==> src/rtl/apb_master_bridge_if.sv <==
// Bundles the request/response port and the APB master port of apb_master_bridge.
// The master modport is the bridge's view; the slave modport is the surrounding fabric's view.
interface apb_master_bridge_if #(
    parameter int ADDR_WIDTH = 32,
    parameter int DATA_WIDTH = 32,
    parameter int STRB_WIDTH = DATA_WIDTH / 8
);
    logic                  req_valid_i;
    logic                  req_ready_o;
    logic [ADDR_WIDTH-1:0] req_addr_i;
    logic                  req_write_i;
    logic [DATA_WIDTH-1:0] req_wdata_i;
    logic [STRB_WIDTH-1:0] req_wstrb_i;
    logic [2:0]            req_prot_i;

    logic                  rsp_valid_o;
    logic                  rsp_ready_i;
    logic [DATA_WIDTH-1:0] rsp_rdata_o;
    logic                  rsp_err_o;

    logic [ADDR_WIDTH-1:0] paddr_o;
    logic [2:0]            pprot_o;
    logic                  psel_o;
    logic                  penable_o;
    logic                  pwrite_o;
    logic [DATA_WIDTH-1:0] pwdata_o;
    logic [STRB_WIDTH-1:0] pstrb_o;
    logic                  pready_i;
    logic [DATA_WIDTH-1:0] prdata_i;
    logic                  pslverr_i;

    modport master (
        input  req_valid_i, req_addr_i, req_write_i, req_wdata_i, req_wstrb_i, req_prot_i,
        output req_ready_o,
        output rsp_valid_o, rsp_rdata_o, rsp_err_o,
        input  rsp_ready_i,
        output paddr_o, pprot_o, psel_o, penable_o, pwrite_o, pwdata_o, pstrb_o,
        input  pready_i, prdata_i, pslverr_i
    );

    modport slave (
        output req_valid_i, req_addr_i, req_write_i, req_wdata_i, req_wstrb_i, req_prot_i,
        input  req_ready_o,
        input  rsp_valid_o, rsp_rdata_o, rsp_err_o,
        output rsp_ready_i,
        input  paddr_o, pprot_o, psel_o, penable_o, pwrite_o, pwdata_o, pstrb_o,
        output pready_i, prdata_i, pslverr_i
    );
endinterface

==> src/rtl/apb_master_bridge.sv <==
// Single-outstanding valid/ready request -> APB SETUP+ACCESS transfer -> one response beat.
// Latency: accept edge N, SETUP N+1, ACCESS N+2 (+1 per APB wait), response N+3 (+waits).
// Backpressure: req_ready only in IDLE; response held until rsp_ready. APB_BRIDGE_TIMEOUT_EN adds an ACCESS timeout.
module apb_master_bridge #(
    parameter int ADDR_WIDTH     = 32,
    parameter int DATA_WIDTH     = 32,
    parameter int STRB_WIDTH     = DATA_WIDTH / 8,
    parameter int TIMEOUT_CYCLES = 256
) (
    input  logic                clk_i,
    input  logic                rst_ni,
    apb_master_bridge_if.master bus
);

    if (ADDR_WIDTH < 1) begin : g_bad_addr_width
        $error("apb_master_bridge: ADDR_WIDTH must be >= 1");
    end
    if ((DATA_WIDTH < 8) || (DATA_WIDTH % 8 != 0)) begin : g_bad_data_width
        $error("apb_master_bridge: DATA_WIDTH must be a multiple of 8");
    end
    if (STRB_WIDTH != DATA_WIDTH / 8) begin : g_bad_strb_width
        $error("apb_master_bridge: STRB_WIDTH is derived from DATA_WIDTH");
    end
    if (TIMEOUT_CYCLES < 1) begin : g_bad_timeout
        $error("apb_master_bridge: TIMEOUT_CYCLES must be >= 1");
    end

    typedef enum logic [1:0] {
        IDLE   = 2'd0,
        SETUP  = 2'd1,
        ACCESS = 2'd2,
        RESP   = 2'd3
    } state_t;

    state_t                state_q, state_d;
    logic                  cap_en;
    logic                  rsp_load;
    logic [DATA_WIDTH-1:0] rsp_rdata_d;
    logic                  rsp_err_d;

    logic [ADDR_WIDTH-1:0] addr_q;
    logic                  write_q;
    logic [DATA_WIDTH-1:0] wdata_q;
    logic [STRB_WIDTH-1:0] wstrb_q;
    logic [2:0]            prot_q;
    logic [DATA_WIDTH-1:0] rdata_q;
    logic                  err_q;

`ifdef APB_BRIDGE_TIMEOUT_EN
    localparam int CNT_W = $clog2(TIMEOUT_CYCLES + 1);
    localparam logic [CNT_W-1:0] CNT_LAST = CNT_W'(TIMEOUT_CYCLES - 1);

    logic [CNT_W-1:0] cnt_q;

    // Cleared in SETUP so it starts at zero on the first ACCESS cycle.
    always_ff @(posedge clk_i) begin
        if (!rst_ni) begin
            cnt_q <= '0;
        end else if (state_q == SETUP) begin
            cnt_q <= '0;
        end else if ((state_q == ACCESS) && !bus.pready_i) begin
            cnt_q <= cnt_q + 1'b1;
        end
    end
`endif

    always_ff @(posedge clk_i) begin
        if (!rst_ni) begin
            state_q <= IDLE;
        end else begin
            state_q <= state_d;
        end
    end

    always_comb begin
        state_d     = state_q;
        cap_en      = 1'b0;
        rsp_load    = 1'b0;
        rsp_rdata_d = '0;
        rsp_err_d   = 1'b0;
        case (state_q)
            IDLE: begin
                if (bus.req_valid_i) begin
                    cap_en  = 1'b1;
                    state_d = SETUP;
                end
            end
            SETUP: begin
                state_d = ACCESS;
            end
            ACCESS: begin
                if (bus.pready_i) begin
                    rsp_load    = 1'b1;
                    rsp_rdata_d = write_q ? '0 : bus.prdata_i;
                    rsp_err_d   = bus.pslverr_i;
                    state_d     = RESP;
                end
`ifdef APB_BRIDGE_TIMEOUT_EN
                else if (cnt_q == CNT_LAST) begin
                    rsp_load    = 1'b1;
                    rsp_rdata_d = '0;
                    rsp_err_d   = 1'b1;
                    state_d     = RESP;
                end
`endif
            end
            RESP: begin
                if (bus.rsp_ready_i) begin
                    state_d = IDLE;
                end
            end
            default: begin
                state_d = IDLE;
            end
        endcase
    end

    always_ff @(posedge clk_i) begin
        if (!rst_ni) begin
            addr_q  <= '0;
            write_q <= 1'b0;
            wdata_q <= '0;
            wstrb_q <= '0;
            prot_q  <= '0;
        end else if (cap_en) begin
            addr_q  <= bus.req_addr_i;
            write_q <= bus.req_write_i;
            wdata_q <= bus.req_wdata_i;
            wstrb_q <= bus.req_wstrb_i;
            prot_q  <= bus.req_prot_i;
        end
    end

    always_ff @(posedge clk_i) begin
        if (!rst_ni) begin
            rdata_q <= '0;
            err_q   <= 1'b0;
        end else if (rsp_load) begin
            rdata_q <= rsp_rdata_d;
            err_q   <= rsp_err_d;
        end
    end

    // Control outputs decode straight from the state register; payload comes from the capture flops.
    assign bus.req_ready_o = rst_ni && (state_q == IDLE);
    assign bus.psel_o      = (state_q == SETUP) || (state_q == ACCESS);
    assign bus.penable_o   = (state_q == ACCESS);
    assign bus.rsp_valid_o = (state_q == RESP);
    assign bus.rsp_rdata_o = rdata_q;
    assign bus.rsp_err_o   = err_q;
    assign bus.paddr_o     = addr_q;
    assign bus.pwrite_o    = write_q;
    assign bus.pwdata_o    = wdata_q;
    assign bus.pstrb_o     = wstrb_q;
    assign bus.pprot_o     = prot_q;

endmodule

==> src/flat_wrapper.sv <==
// flat-port wrapper written by rule: the top's interface ports become plain ports
module apb_master_bridge_flat 
#(
    parameter int ADDR_WIDTH     = 32,
    parameter int DATA_WIDTH     = 32,
    parameter int STRB_WIDTH     = DATA_WIDTH / 8,
    parameter int TIMEOUT_CYCLES = 256
)
  (clk_i, rst_ni, bus_req_valid_i, bus_req_addr_i, bus_req_write_i, bus_req_wdata_i, bus_req_wstrb_i, bus_req_prot_i, bus_req_ready_o, bus_rsp_valid_o, bus_rsp_rdata_o, bus_rsp_err_o, bus_rsp_ready_i, bus_paddr_o, bus_pprot_o, bus_psel_o, bus_penable_o, bus_pwrite_o, bus_pwdata_o, bus_pstrb_o, bus_pready_i, bus_prdata_i, bus_pslverr_i);
  apb_master_bridge_if #(.ADDR_WIDTH(ADDR_WIDTH), .DATA_WIDTH(DATA_WIDTH), .STRB_WIDTH(STRB_WIDTH)) bus_i ();
  input  logic clk_i;
  input  logic rst_ni;
  input wire logic [$bits(bus_i.req_valid_i)-1:0] bus_req_valid_i;
  input wire logic [$bits(bus_i.req_addr_i)-1:0] bus_req_addr_i;
  input wire logic [$bits(bus_i.req_write_i)-1:0] bus_req_write_i;
  input wire logic [$bits(bus_i.req_wdata_i)-1:0] bus_req_wdata_i;
  input wire logic [$bits(bus_i.req_wstrb_i)-1:0] bus_req_wstrb_i;
  input wire logic [$bits(bus_i.req_prot_i)-1:0] bus_req_prot_i;
  output wire logic [$bits(bus_i.req_ready_o)-1:0] bus_req_ready_o;
  output wire logic [$bits(bus_i.rsp_valid_o)-1:0] bus_rsp_valid_o;
  output wire logic [$bits(bus_i.rsp_rdata_o)-1:0] bus_rsp_rdata_o;
  output wire logic [$bits(bus_i.rsp_err_o)-1:0] bus_rsp_err_o;
  input wire logic [$bits(bus_i.rsp_ready_i)-1:0] bus_rsp_ready_i;
  output wire logic [$bits(bus_i.paddr_o)-1:0] bus_paddr_o;
  output wire logic [$bits(bus_i.pprot_o)-1:0] bus_pprot_o;
  output wire logic [$bits(bus_i.psel_o)-1:0] bus_psel_o;
  output wire logic [$bits(bus_i.penable_o)-1:0] bus_penable_o;
  output wire logic [$bits(bus_i.pwrite_o)-1:0] bus_pwrite_o;
  output wire logic [$bits(bus_i.pwdata_o)-1:0] bus_pwdata_o;
  output wire logic [$bits(bus_i.pstrb_o)-1:0] bus_pstrb_o;
  input wire logic [$bits(bus_i.pready_i)-1:0] bus_pready_i;
  input wire logic [$bits(bus_i.prdata_i)-1:0] bus_prdata_i;
  input wire logic [$bits(bus_i.pslverr_i)-1:0] bus_pslverr_i;
  assign bus_i.req_valid_i = bus_req_valid_i;
  assign bus_i.req_addr_i = bus_req_addr_i;
  assign bus_i.req_write_i = bus_req_write_i;
  assign bus_i.req_wdata_i = bus_req_wdata_i;
  assign bus_i.req_wstrb_i = bus_req_wstrb_i;
  assign bus_i.req_prot_i = bus_req_prot_i;
  assign bus_req_ready_o = bus_i.req_ready_o;
  assign bus_rsp_valid_o = bus_i.rsp_valid_o;
  assign bus_rsp_rdata_o = bus_i.rsp_rdata_o;
  assign bus_rsp_err_o = bus_i.rsp_err_o;
  assign bus_i.rsp_ready_i = bus_rsp_ready_i;
  assign bus_paddr_o = bus_i.paddr_o;
  assign bus_pprot_o = bus_i.pprot_o;
  assign bus_psel_o = bus_i.psel_o;
  assign bus_penable_o = bus_i.penable_o;
  assign bus_pwrite_o = bus_i.pwrite_o;
  assign bus_pwdata_o = bus_i.pwdata_o;
  assign bus_pstrb_o = bus_i.pstrb_o;
  assign bus_i.pready_i = bus_pready_i;
  assign bus_i.prdata_i = bus_prdata_i;
  assign bus_i.pslverr_i = bus_pslverr_i;
  apb_master_bridge #(.ADDR_WIDTH(ADDR_WIDTH), .DATA_WIDTH(DATA_WIDTH), .STRB_WIDTH(STRB_WIDTH), .TIMEOUT_CYCLES(TIMEOUT_CYCLES)) u_core (.clk_i(clk_i), .rst_ni(rst_ni), .bus(bus_i));
endmodule
==> config.mk <==
export PLATFORM = sky130hd
export DESIGN_NAME = apb_master_bridge_flat
export DESIGN_NICKNAME = d
export VERILOG_FILES = /design/src/rtl/apb_master_bridge_if.sv /design/src/rtl/apb_master_bridge.sv /design/src/flat_wrapper.sv
export SDC_FILE = /design/constraint.sdc
export NUM_CORES = 1
export LEC_CHECK = 0
export CORE_MARGIN = 10
export CORE_UTILIZATION = 43
export DETAILED_ROUTE_END_ITERATION = 10
export HOLD_SLACK_MARGIN = 0.02
export PLACE_DENSITY = 0.86
export SYNTH_ARGS = -nofsm -noshare
export SYNTH_HDL_FRONTEND = slang
export SYNTH_SLANG_ARGS = --single-unit
export TNS_END_PERCENT = 30
==> constraint.sdc <==
create_clock -name clk_i -period 3.2 [get_ports clk_i]
set_input_delay 0.96 -clock clk_i [delete_from_list [all_inputs] [get_ports clk_i]]
set_output_delay 0.96 -clock clk_i [all_outputs]
set_load 0.1 [all_outputs]
==> reports/metrics.csv, run 1 <==
stage,metric,value,unit
global_routing,grt_pass1_vias,4088,
cells_and_area,antenna_cells,0,
clock_network,cts_tree,yes,
worst_setup_path,cp_num_buf_inv,2,
sta,fin_skew,0.0131,ns
clock_network,ctsResizeCount,0,
synth,synth_area_leaders,"dfxtp_1, a21boi_0, nand2_1, nand4b_1, clkbuf_1",
floorplanning,die_area,14100,µm²
sta,setup_viol,0,
outcome,status,completed,
floorplanning,core-area,9370,µm²
floorplanning,die_width,119,µm
worst_setup_path,end_kind,primary output,
cells_and_area,fill_cells,784,
placed_design,port_buffers,218,
synth,ys_ff_latch,107,
cells_and_area,nets,796,
clock_network,clk_latency,0.35,ns
global_routing,grt.total_usage,0.179,
detailed_routing,drtAntennaViolNets,0,
sta,worst_slew_pin_slew,0.877,ns
global_routing,grt_max_degree,110,
global_routing,grt_pass1_wl,21100,µm
detailed_routing,first_pass_iters,4,
worst_setup_path,path_cells,buf_2 > and2_1 > buf_12,
detailed_routing,drc,0,
synth,netlist.top_cell.by_area,dfxtp_1,
worst_setup_path,max_stage_delay,0.19,ns
sta,hold_viol,0,
sta,finalMaxSlewViolations,0,
sta,min_period,2.41,ns
worst_setup_path,critPathTopFamily,buffers and inverters,
synth,synth.distinct_cells,15,
floorplanning,dieHeight,119,µm
sta,fmax,415,MHz
clock_network,h-tree-depth,3,
synth,yosysWarnings,0,
cells_and_area,synthToLayoutAreaGrowth,53.1,%
floorplanning,boundaryPins,219,
detailed_routing,drt-initial-drc-count,263,
global_routing,antenna_found_initial,0,
sta,timing.final.crit_share,0.753,
cells_and_area,multi_input_area,1860,µm²
clock_network,clock-sinks,107,
synth,syn-num-nets,597,
pwr,p_leak,2.57,nW
global_routing,overflow,0,
detailed_routing,viasPerCell,4.94,
sta,timing.slew.headroom,0.415,
sta,whs,0.469,ns
detailed_routing,wl_per_cell,16.6,µm
sta,rsz0062_at_grt,false,
worst_setup_path,critPathMaxFanout,2,
detailed_routing,wl,13500,µm
worst_setup_path,cp-start-kind,input pin,
clock_network,root_buffer,clkbuf_8,
synth,syn_inst,483,
clock_network,post_cts_buffers,0,
worst_setup_path,slowest_stage,buf_12,
worst_setup_path,crit_type,in -> out,
floorplanning,num_rows,35,
synth,avgSynthCellArea,8.67,µm²
hold_path,min_path_type,reg -> reg,
detailed_routing,num_vias,4031,
worst_setup_path,worst_ep_arrival_time,1.45,ns
worst_setup_path,required,2.24,ns
cells_and_area,drive_above_1_share,0.204,
clock_network,cts.reportedPaths.clkPinSlew,0.11,ns
placed_design,gp_congestion,0.754,
clock_network,postCtsHoldBufs,0,
job,maxCapViolCount,0,
cells_and_area,seqCellArea,2140,µm²
sta,tns,0,ns
pwr,ir_worst_vdd,0.418,mV
placed_design,dp_hpwl,10100,µm
clock_network,clockBufferDepth,2,
floorplanning,start_util,0.447,
synth,netlist_area,4190,µm²
pwr,p_per_area,877,nW/µm²
synth,ys_seq_area_frac,0.511,
synth,synth_top_area_frac,0.511,
clock_network,numCtsBuffers,9,
## metrics by stage
| stage | setup slack (ns) | cell area, µm² | power [mW] | util | cells |
|---|---|---|---|---|---|
| finish | 0.791 | 6410 | 5.62 | 0.685 | 816 |
| global route | 0.747 | 6410 | 5.88 | 0.685 | 816 |
| CTS | 0.780 | 6410 | 5.68 | 0.685 | 816 |
| detailed placement | 0.772 | 6190 | 4.76 | 0.661 | 800 |
| global placement | 0.773 | 6190 | 4.71 | 0.661 | 800 |
| floorplan | 0.293 | 4190 | 4.02 | - | 483 |
## registers in the layout, summed over array words and instances (netlist names)
signal,flops
u_core.state_q,2
u_core.bus.rsp_rdata_o,32
u_core.bus.paddr_o,32
u_core.bus.pwrite_o,1
u_core.bus.rsp_err_o,1
u_core.bus.pstrb_o,4
u_core.bus.pprot_o,3
u_core.bus.pwdata_o,32
## area by class of cell
cell class / instances / area share
tap: 129 / 0.0252
sequential: 107 / 0.334
multi-input combinational: 330 / 0.290
clock inverter: 7 / 0.0154
clock buffer: 9 / 0.0193
timing repair buffer: 229 / 0.314
inverter: 5 / 0.00293
## cell families after synthesis
family	after synthesis	share of synthesized area
AO/OA/AOI/OAI	107	0.192
adder cells (fa/ha/maj)	4	0.0119
buffers and inverters	46	0.0460
flip-flops	107	0.511
multiplexers	2	0.00478
AND/OR/NAND/NOR	217	0.234
## worst reg2reg max path, delay by kind of cell (launching register included)
family          cells  cell delay, ns
mux                 1            0.25
fa+ha+maj           1            0.25
compound gates      1            0.55
buf+inv             2            0.37
flops               1            0.37
## power breakdown
part / switching (mW) / internal (mW)
sequential: 0.118 / 1.56
clock: 0.465 / 0.447
combinational: 2.36 / 0.682
total: 2.94 / 2.68
## path summary, 6_finish.rpt
| kind | from | endpoint | slack, ns | depth (start not counted) |
|---|---|---|---|---|
| hold reg to reg | u_core.bus.rsp_rdata_o[18]$_SDFFE_PN0P_ | u_core.bus.rsp_rdata_o[18]$_SDFFE_PN0P_ | 0.47 | 2 |
| setup reg to reg | u_core.state_q[0]$_SDFFE_PN0P_ | u_core.state_q[1]$_SDFFE_PN0P_ | 1.35 | 5 |
| setup / recovery | rst_ni | bus_req_ready_o | 0.79 | 3 |
| hold / removal | u_core.bus.rsp_rdata_o[18]$_SDFFE_PN0P_ | u_core.bus.rsp_rdata_o[18]$_SDFFE_PN0P_ | 0.47 | 2 |
## placed cells by master (no fill, tap or decap)
cell type,n
nand2_1,181
buf_4,118
clkdlybuf4s50_1,108
dfxtp_1,107
a21boi_0,105
nand4b_1,32
clkbuf_8,9
inv_1,4
ha_1,4
mux2i_1,2
bufinv_16,2
inv_6,2
buf_12,2
and2_1,1
and2_2,1
nand2_2,1
o21ai_0,1
inv_2,1
a222oi_1,1
nand3_1,1
clkinvlp_4,1
clkinv_2,1
clkinv_4,1
buf_2,1
## synth_stat cells
cell type  instances
inv_1              4
ha_1               4
clkbuf_1          27
a222oi_1           1
inv_2              1
a21boi_0         105
mux2i_1            2
dfxtp_1          107
nand2_1          182
and2_1             2
o21ai_0            1
nand4b_1          32
buf_2             13
buf_4              1
nand3_1            1
## metal layers
| metal | up-vias | track usage | wire length (µm) |
|---|---|---|---|
| met5 | - | 0 | 0 |
| met4 | 0 | 0.0511 | 207 |
| met3 | 16 | 0.0604 | 1150 |
| met2 | 141 | 0.316 | 6750 |
| met1 | 1883 | 0.200 | 5430 |
| li1 | 1991 | - | - |
Note: power is estimated with default switching activity, not from simulation.
==> run 2, diff against run 1 <==
CORE_UTILIZATION = 39   (was 43)
PLACE_DENSITY = 0.79   (was 0.86)
clock period = 2.5 ns   (was 3.2 ns; I/O delays follow)
==> reports/metrics.csv, run 2 (synthesis gave the netlist of run 1 again) <==
stage,metric,value,unit
detailed_routing,drc,0,
worst_setup_path,critPathTopFamily,flip-flops,
worst_setup_path,cp_num_buf_inv,2,
detailed_routing,wl,14000,µm
job,maxCapViolCount,0,
worst_setup_path,cp-start-kind,flip-flop,
clock_network,h-tree-depth,3,
pwr,clock_power_share,0.136,
floorplanning,start_util,0.402,
global_routing,grt_pass1_wl,21200,µm
worst_setup_path,crit_type,reg -> out,
clock_network,cts_tree,yes,
cells_and_area,final_common_cell,nand2_1,
sta,timing.final.crit_share,0.878,
cells_and_area,multi_input_area,1860,µm²
global_routing,grt.total_usage,0.174,
cells_and_area,fin_util,0.616,
worst_setup_path,path_cells,inv_1 > ha_1 > and2_1 > buf_12,
pwr,power.net_switching,3.77,mW
clock_network,numCtsBuffers,9,
global_routing,grt_pass1_vias,3991,
global_routing,antenna_found_initial,0,
sta,fmax,456,MHz
worst_setup_path,end_kind,primary output,
floorplanning,dieHeight,124,µm
clock_network,clockBufferDepth,2,
clock_network,ctsResizeCount,0,
sta,tns,0,ns
placed_design,gp_congestion,0.841,
pwr,intPower,3.33,mW
floorplanning,boundaryPins,219,
sta,hold_viol,0,
sta,worst_slew_pin_slew,0.896,ns
worst_setup_path,required,1.75,ns
detailed_routing,drt-initial-drc-count,231,
outcome,status,completed,
placed_design,port_buffers,218,
cells_and_area,antenna_cells,0,
hold_path,min_path_type,reg -> reg,
clock_network,clock-sinks,107,
clock_network,clk_latency,0.36,ns
detailed_routing,first_pass_iters,6,
detailed_routing,wl_per_cell,17.0,µm
worst_setup_path,worst_ep_arrival_time,1.45,ns
sta,setup_viol,0,
cells_and_area,layout_common_cells,"nand2_1, buf_4, clkdlybuf4s50_1",
sta,fin_skew,0.0125,ns
clock_network,root_buffer,clkbuf_8,
clock_network,postCtsHoldBufs,0,
worst_setup_path,slowest_stage,dfxtp_1,
detailed_routing,num_vias,3979,
floorplanning,die_area,15300,µm²
worst_setup_path,max_stage_delay,0.34,ns
floorplanning,die_width,124,µm
pwr,ir_worst_vdd,0.537,mV
clock_network,cts.reportedPaths.clkPinSlew,0.10,ns
cells_and_area,drive_above_1_share,0.200,
detailed_routing,drtAntennaViolNets,0,
sta,timing.slew.headroom,0.403,
global_routing,overflow,0,
pwr,power_frac_comb,0.562,
sta,rsz0062_at_grt,false,
clock_network,post_cts_buffers,0,
cells_and_area,fill_cells,904,
placed_design,dp_hpwl,10400,µm
sta,min_period,2.20,ns
floorplanning,num_rows,37,
pwr,seqPwrFrac,0.302,
cells_and_area,synthToLayoutAreaGrowth,53.2,%
global_routing,grt_max_degree,110,
worst_setup_path,critPathMaxFanout,4,
sta,finalMaxSlewViolations,0,
pwr,p_leak,2.56,nW
floorplanning,core-area,10400,µm²
pwr,p_per_area,1110,nW/µm²
cells_and_area,seqCellArea,2140,µm²
detailed_routing,viasPerCell,4.85,
pwr,sw_frac_of_total,0.531,
cells_and_area,nets,794,
==> run 2: cell types whose count changed in the layout (fill, tap and decap cells not counted) <==
cell / change
buf_4: -6
bufinv_16: -2
clkbuf_8: +1
clkinv_4: +2
buf_12: +4
inv_6: -2
clkbuf_1: +1
==> run 2: area by class of cell <==
cell class / count / area share
clock buffers: 11 / 0.0220
clock inverters: 5 / 0.00605
inverters: 5 / 0.00293
multi-input cells: 330 / 0.290
flip-flops and latches: 107 / 0.334
well taps: 136 / 0.0265
repair buffers: 227 / 0.319
==> run 2: final timing paths <==
| kind | from | endpoint | slack, ns | cells after the start |
|---|---|---|---|---|
| hold / removal | u_core.bus.rsp_rdata_o[15]$_SDFFE_PN0P_ | u_core.bus.rsp_rdata_o[15]$_SDFFE_PN0P_ | 0.47 | 2 |
| setup reg to reg | u_core.state_q[0]$_SDFFE_PN0P_ | u_core.state_q[0]$_SDFFE_PN0P_ | 0.65 | 5 |
| setup / recovery | u_core.state_q[0]$_SDFFE_PN0P_ | bus_req_ready_o | 0.30 | 4 |
| hold reg to reg | u_core.bus.rsp_rdata_o[15]$_SDFFE_PN0P_ | u_core.bus.rsp_rdata_o[15]$_SDFFE_PN0P_ | 0.47 | 2 |
==> run 2: power groups by stage <==
stage | Sequential, mW | Combinational [mW] | Clock, mW
after floorplan | 4.10 | 1.04 | 0
after global placement | 2.17 | 3.98 | 0
after detailed placement | 2.19 | 4.03 | 0
after CTS | 2.15 | 4.03 | 1.01
after global routing | 2.18 | 4.18 | 1.07
final | 2.15 | 4.00 | 0.968
==> run 2: through the flow <==
stage	setup slack (ns)	std cells	area [µm²]	power [mW]	hold slack (ns)
3_3_place_gp	0.362	805	6240	6.15	0.451
2_1_floorplan	0.0128	483	4190	5.14	0.452
5_1_grt	0.193	821	6420	7.43	0.486
4_1_cts	0.276	821	6420	7.19	0.473
3_5_place_dp	0.269	805	6240	6.22	0.458
6_report	0.305	821	6420	7.11	0.469
==> run 2: metal layers <==
metal	GRT usage	vias up	wire, µm
met2	0.309	144	7050
met4	0.0553	0	195
met5	0	-	0
met3	0.0656	12	1470
met1	0.188	1838	5280
li1	-	1985	-
==> run 2: worst min-delay path, delay by kind of cell (launching register included) <==
family,cells,cell delay (ns)
AO/OA/AOI/OAI,1,0.06
AND/OR/NAND/NOR,1,0.05
flip-flops,1,0.32
==> variant 1: new RTL, settings of run 2 <==
Build with the macro `APB_BRIDGE_TIMEOUT_EN` defined.
--- a/src/rtl/apb_master_bridge.sv
+++ b/src/rtl/apb_master_bridge.sv
@@ -1,6 +1,8 @@
 // Single-outstanding valid/ready request -> APB SETUP+ACCESS transfer -> one response beat.
 // Latency: accept edge N, SETUP N+1, ACCESS N+2 (+1 per APB wait), response N+3 (+waits).
 // Backpressure: req_ready only in IDLE; response held until rsp_ready. APB_BRIDGE_TIMEOUT_EN adds an ACCESS timeout.
+`define APB_BRIDGE_TIMEOUT_EN
+
 module apb_master_bridge #(
     parameter int ADDR_WIDTH     = 32,
     parameter int DATA_WIDTH     = 32,
Formal check against the unedited RTL: no difference found for any inputs over 10 cycles, from zero or initial values and one cycle with rst_ni low; that may be too few to reach the edited logic, so the function may still have changed.
==> variant 1 against run 2 <==
Total power increased by 19%; count of clock-buffer cells in the layout increased by 15; worst setup slack got worse by 0.28 ns; register-to-register slack about the same; sequential share of layout area increased by 1.1 points; maximum frequency decreased by 11%; cell count increased by 4.1%; sequential cell count increased by 9; synthesized area decreased by 0.99%; via count increased by 4.1%; routed wire length increased by 1.6%; global-route usage increased by 0.82 points; cell area increased by 4.8%; sequential power increased by 7%; critical path type is now input port to output pin.
==> variant 1: results (changes against run 2) <==
status: "finished, final reports clean"
met1_usage_pct: 18.41  # -0.41 points
fin_nets: 824  # +3.8%
grt_max_degree: 83  # -25%
arrival_ns: 1.72  # +0.27 ns
drive_above_1_share_pct: 20.58  # +0.58 points
worst_pin_slew_ns: 0.3989  # -0.4970 ns
path_clk_slew_ns: 0.05  # -0.05 ns
wl_per_cell_um: 16.63  # -2.4%
grtUsageMet2_pct: 32.76  # +1.9 points
gp_congestion: 0.8393  # -0.24%
grt_use_total_pct: 18.26  # +0.82 points
synth_commonest_cells: "nand2_1, dfxtp_1, a21oi_1"
fillers: 872  # -3.5%
worstSkewPairLatency_ns: 0.52  # +0.16 ns
skew_ns: 0.006339  # -0.006116 ns
irDropWorstVdd_mv: 0.7016  # +31%
synthAdderAreaFrac_pct: 2.112  # +0.92 points
first_iter_violations: 271  # +17%
p_leak_nw: 2.757  # +7.9%
synth_xor_area_share_pct: 0.4223  # +0.42 points
wl_met2_um: 7718  # +9.6%
combPwrFrac_pct: 48.1  # -8.1 points
muxShareOfSynthArea_pct: 0  # -0.48 points
pre_cts_ws_ns: 0.01313  # -0.2558 ns
grt_pass1_wl_um: 21620  # +1.9%
ys_seq_area_share_pct: 55.99  # +4.9 points
==> variant 1: cell types whose count changed after synthesis, sizes merged, moves of 9 or more <==
cell | run 2 | this run
a21boi | 105 | 0
dfxtp | 107 | 116
nor2 | 0 | 36
a21oi | 0 | 80
nand2 | 182 | 152
nand4b | 32 | 0
a22oi | 0 | 32
==> variant 1: cells by family after synthesis <==
logic type	Yosys count
AND/OR/NAND/NOR	210
AO/OA/AOI/OAI	122
flip-flops	116
buffers and inverters	40
adder cells (fa/ha/maj)	7
XOR/XNOR	2
==> variant 1: path summary, 6_finish.rpt <==
path	from	endpoint	slack (ns)
min	u_core.bus.rsp_err_o$_SDFFE_PN0P_	u_core.bus.rsp_err_o$_SDFFE_PN0P_	0.45
max	rst_ni	bus_req_ready_o	0.03
max reg2reg	u_core.state_q[0]$_SDFFE_PN0P_	u_core.cnt_q[7]$_SDFFE_PP0P_	0.65
min reg2reg	u_core.bus.rsp_err_o$_SDFFE_PN0P_	u_core.bus.rsp_err_o$_SDFFE_PN0P_	0.45
==> variant 1: through the flow <==
stage,power [W],area [µm²],hold slack [ns],util [%],instances
after floorplan,0.005393,4148,0.4519,-,497
after global placement,0.006365,6212,0.4354,60.17,824
after detailed placement,0.006430,6212,0.4464,60.17,824
after CTS,0.008519,6725,0.4546,65.14,855
after global routing,0.008805,6725,0.4692,65.14,855
final,0.008456,6725,0.4491,65.14,855
==> variant 1: final cells by class <==
cell class,instances,area share [%]
flip-flops and latches,116,34.53
multi-input cells,341,24.82
inverters,5,0.2791
clock inverters,5,0.3721
clock buffers,26,7.256
well taps,136,2.530
repair buffers,226,30.21
==> variant 1: critical path, stage by stage <==
cell             delay (ns)
clkdlybuf4s50_1        0.54
and2_1                 0.23
buf_12                 0.19
==> variant 2: new RTL, config.mk and constraints of run 2 <==
Made on the original files. Re-encode `state_t` (4 states) as one-hot, 4 bits wide.
--- a/src/rtl/apb_master_bridge.sv
+++ b/src/rtl/apb_master_bridge.sv
@@ -25,11 +25,11 @@
         $error("apb_master_bridge: TIMEOUT_CYCLES must be >= 1");
     end
 
-    typedef enum logic [1:0] {
-        IDLE   = 2'd0,
-        SETUP  = 2'd1,
-        ACCESS = 2'd2,
-        RESP   = 2'd3
+    typedef enum logic [3:0] {
+        IDLE   = 4'b0001,
+        SETUP  = 4'b0010,
+        ACCESS = 4'b0100,
+        RESP   = 4'b1000
     } state_t;
 
     state_t                state_q, state_d;
Formal check against the unedited RTL: same outputs for any inputs over 10 cycles, from zero or initial values and one cycle with rst_ni low; not proved beyond that.
==> variant 2 against run 2 <==
Cell area is 6.7% higher; sequential power hardly changed; synthesized area is 9.2% higher; clock skew is 0.0073 ns lower; worst setup slack worse by 0.21 ns; via count is 15% higher; routed wire length is 11% higher; synthesized cell count is 5.8% higher; global-route usage is 0.37 points higher; non-clock buffer count is 6 higher; sequential cell count is 2 higher; total power is 6.1% higher; largest cell class unchanged; largest power group unchanged; highest routed layer unchanged.
==> variant 2: results (changes against run 2) <==
status: "finished, final reports clean"
r2r-start: "u_core.state_q[2]$_SDFFE_PN0P_"
grtUsageMet2_pct: 27.67  # -3.2 points
combPwrFrac_pct: 52.6  # -3.6 points
worstSkewPairLatency_ns: 0.34  # -0.02 ns
fin_nets: 801  # +0.88%
grt_max_degree: 75  # -32%
pre_cts_ws_ns: 0.02840  # -0.2405 ns
cp_top_family: "buffers and inverters"
firstDrtPassIters: 5  # -1
synth.avg_cell_area_um2: 8.949  # +3.2%
p_leak_nw: 2.750  # +7.6%
route.vias.total: 4588  # +15%
wl_met2_um: 7104  # +0.84%
skew_ns: 0.005172  # -0.007283 ns
crit_slowest_cell: "clkdlybuf4s50_1"
hold_slack_ns: 0.4777  # +0.008911 ns
wl_per_cell_um: 18.50  # +8.6%
max_stage_delay_ns: 0.49  # +0.15 ns
crit_type: "input port to output pin"
dpl-instance-area_mm2: 0.006556  # +5.1%
wl_met1_um: 6141  # +16%
synth-compound-area-share_pct: 27.55  # +8.4 points
hpwl_um: 11070  # +6.7%
met3_usage_pct: 7.610  # +1.0 points
synth_nets: 621  # +4.0%
muxShareOfSynthArea_pct: 0  # -0.48 points
synth_cell_types: 29  # +14
placedCellCount: 823  # +2.2%
grt_pass1_wl_um: 23990  # +13%
synth_xor_area_share_pct: 0.1915  # +0.19 points
synth_commonest_cells: "dfxtp_1, a21oi_1, nand3_1"
drive_above_1_share_pct: 20.98  # +0.98 points
variant 2: cell type report:
cell class	count	area (µm²)
Multi-Input combinational cell	335	2082
Clock buffer	15	257.7
Sequential cell	109	2182
Timing Repair Buffer	233	2105
Tap cell	143	178.9
Clock inverter	1	30.03
Inverter	3	11.26
Fill cell	985	4621
variant 2: worst register-to-register path: stages, from the launching register on:
cell      delay, ns
dfxtp_1        0.51
nor4b_4        0.34
buf_4          0.49
a21boi_0       0.21
o21a_1         0.20
variant 2: worst max path at each step:
stage               cells past startpoint         endpoint                      startpoint
floorplan                               4  bus_req_ready_o  u_core.state_q[0]$_SDFFE_PN1P_
global placement                        4  bus_req_ready_o                          rst_ni
detailed placement                      4  bus_req_ready_o                          rst_ni
CTS                                     3  bus_req_ready_o  u_core.state_q[2]$_SDFFE_PN0P_
global route                            4  bus_req_ready_o                          rst_ni
finish                                  4  bus_req_ready_o                          rst_ni
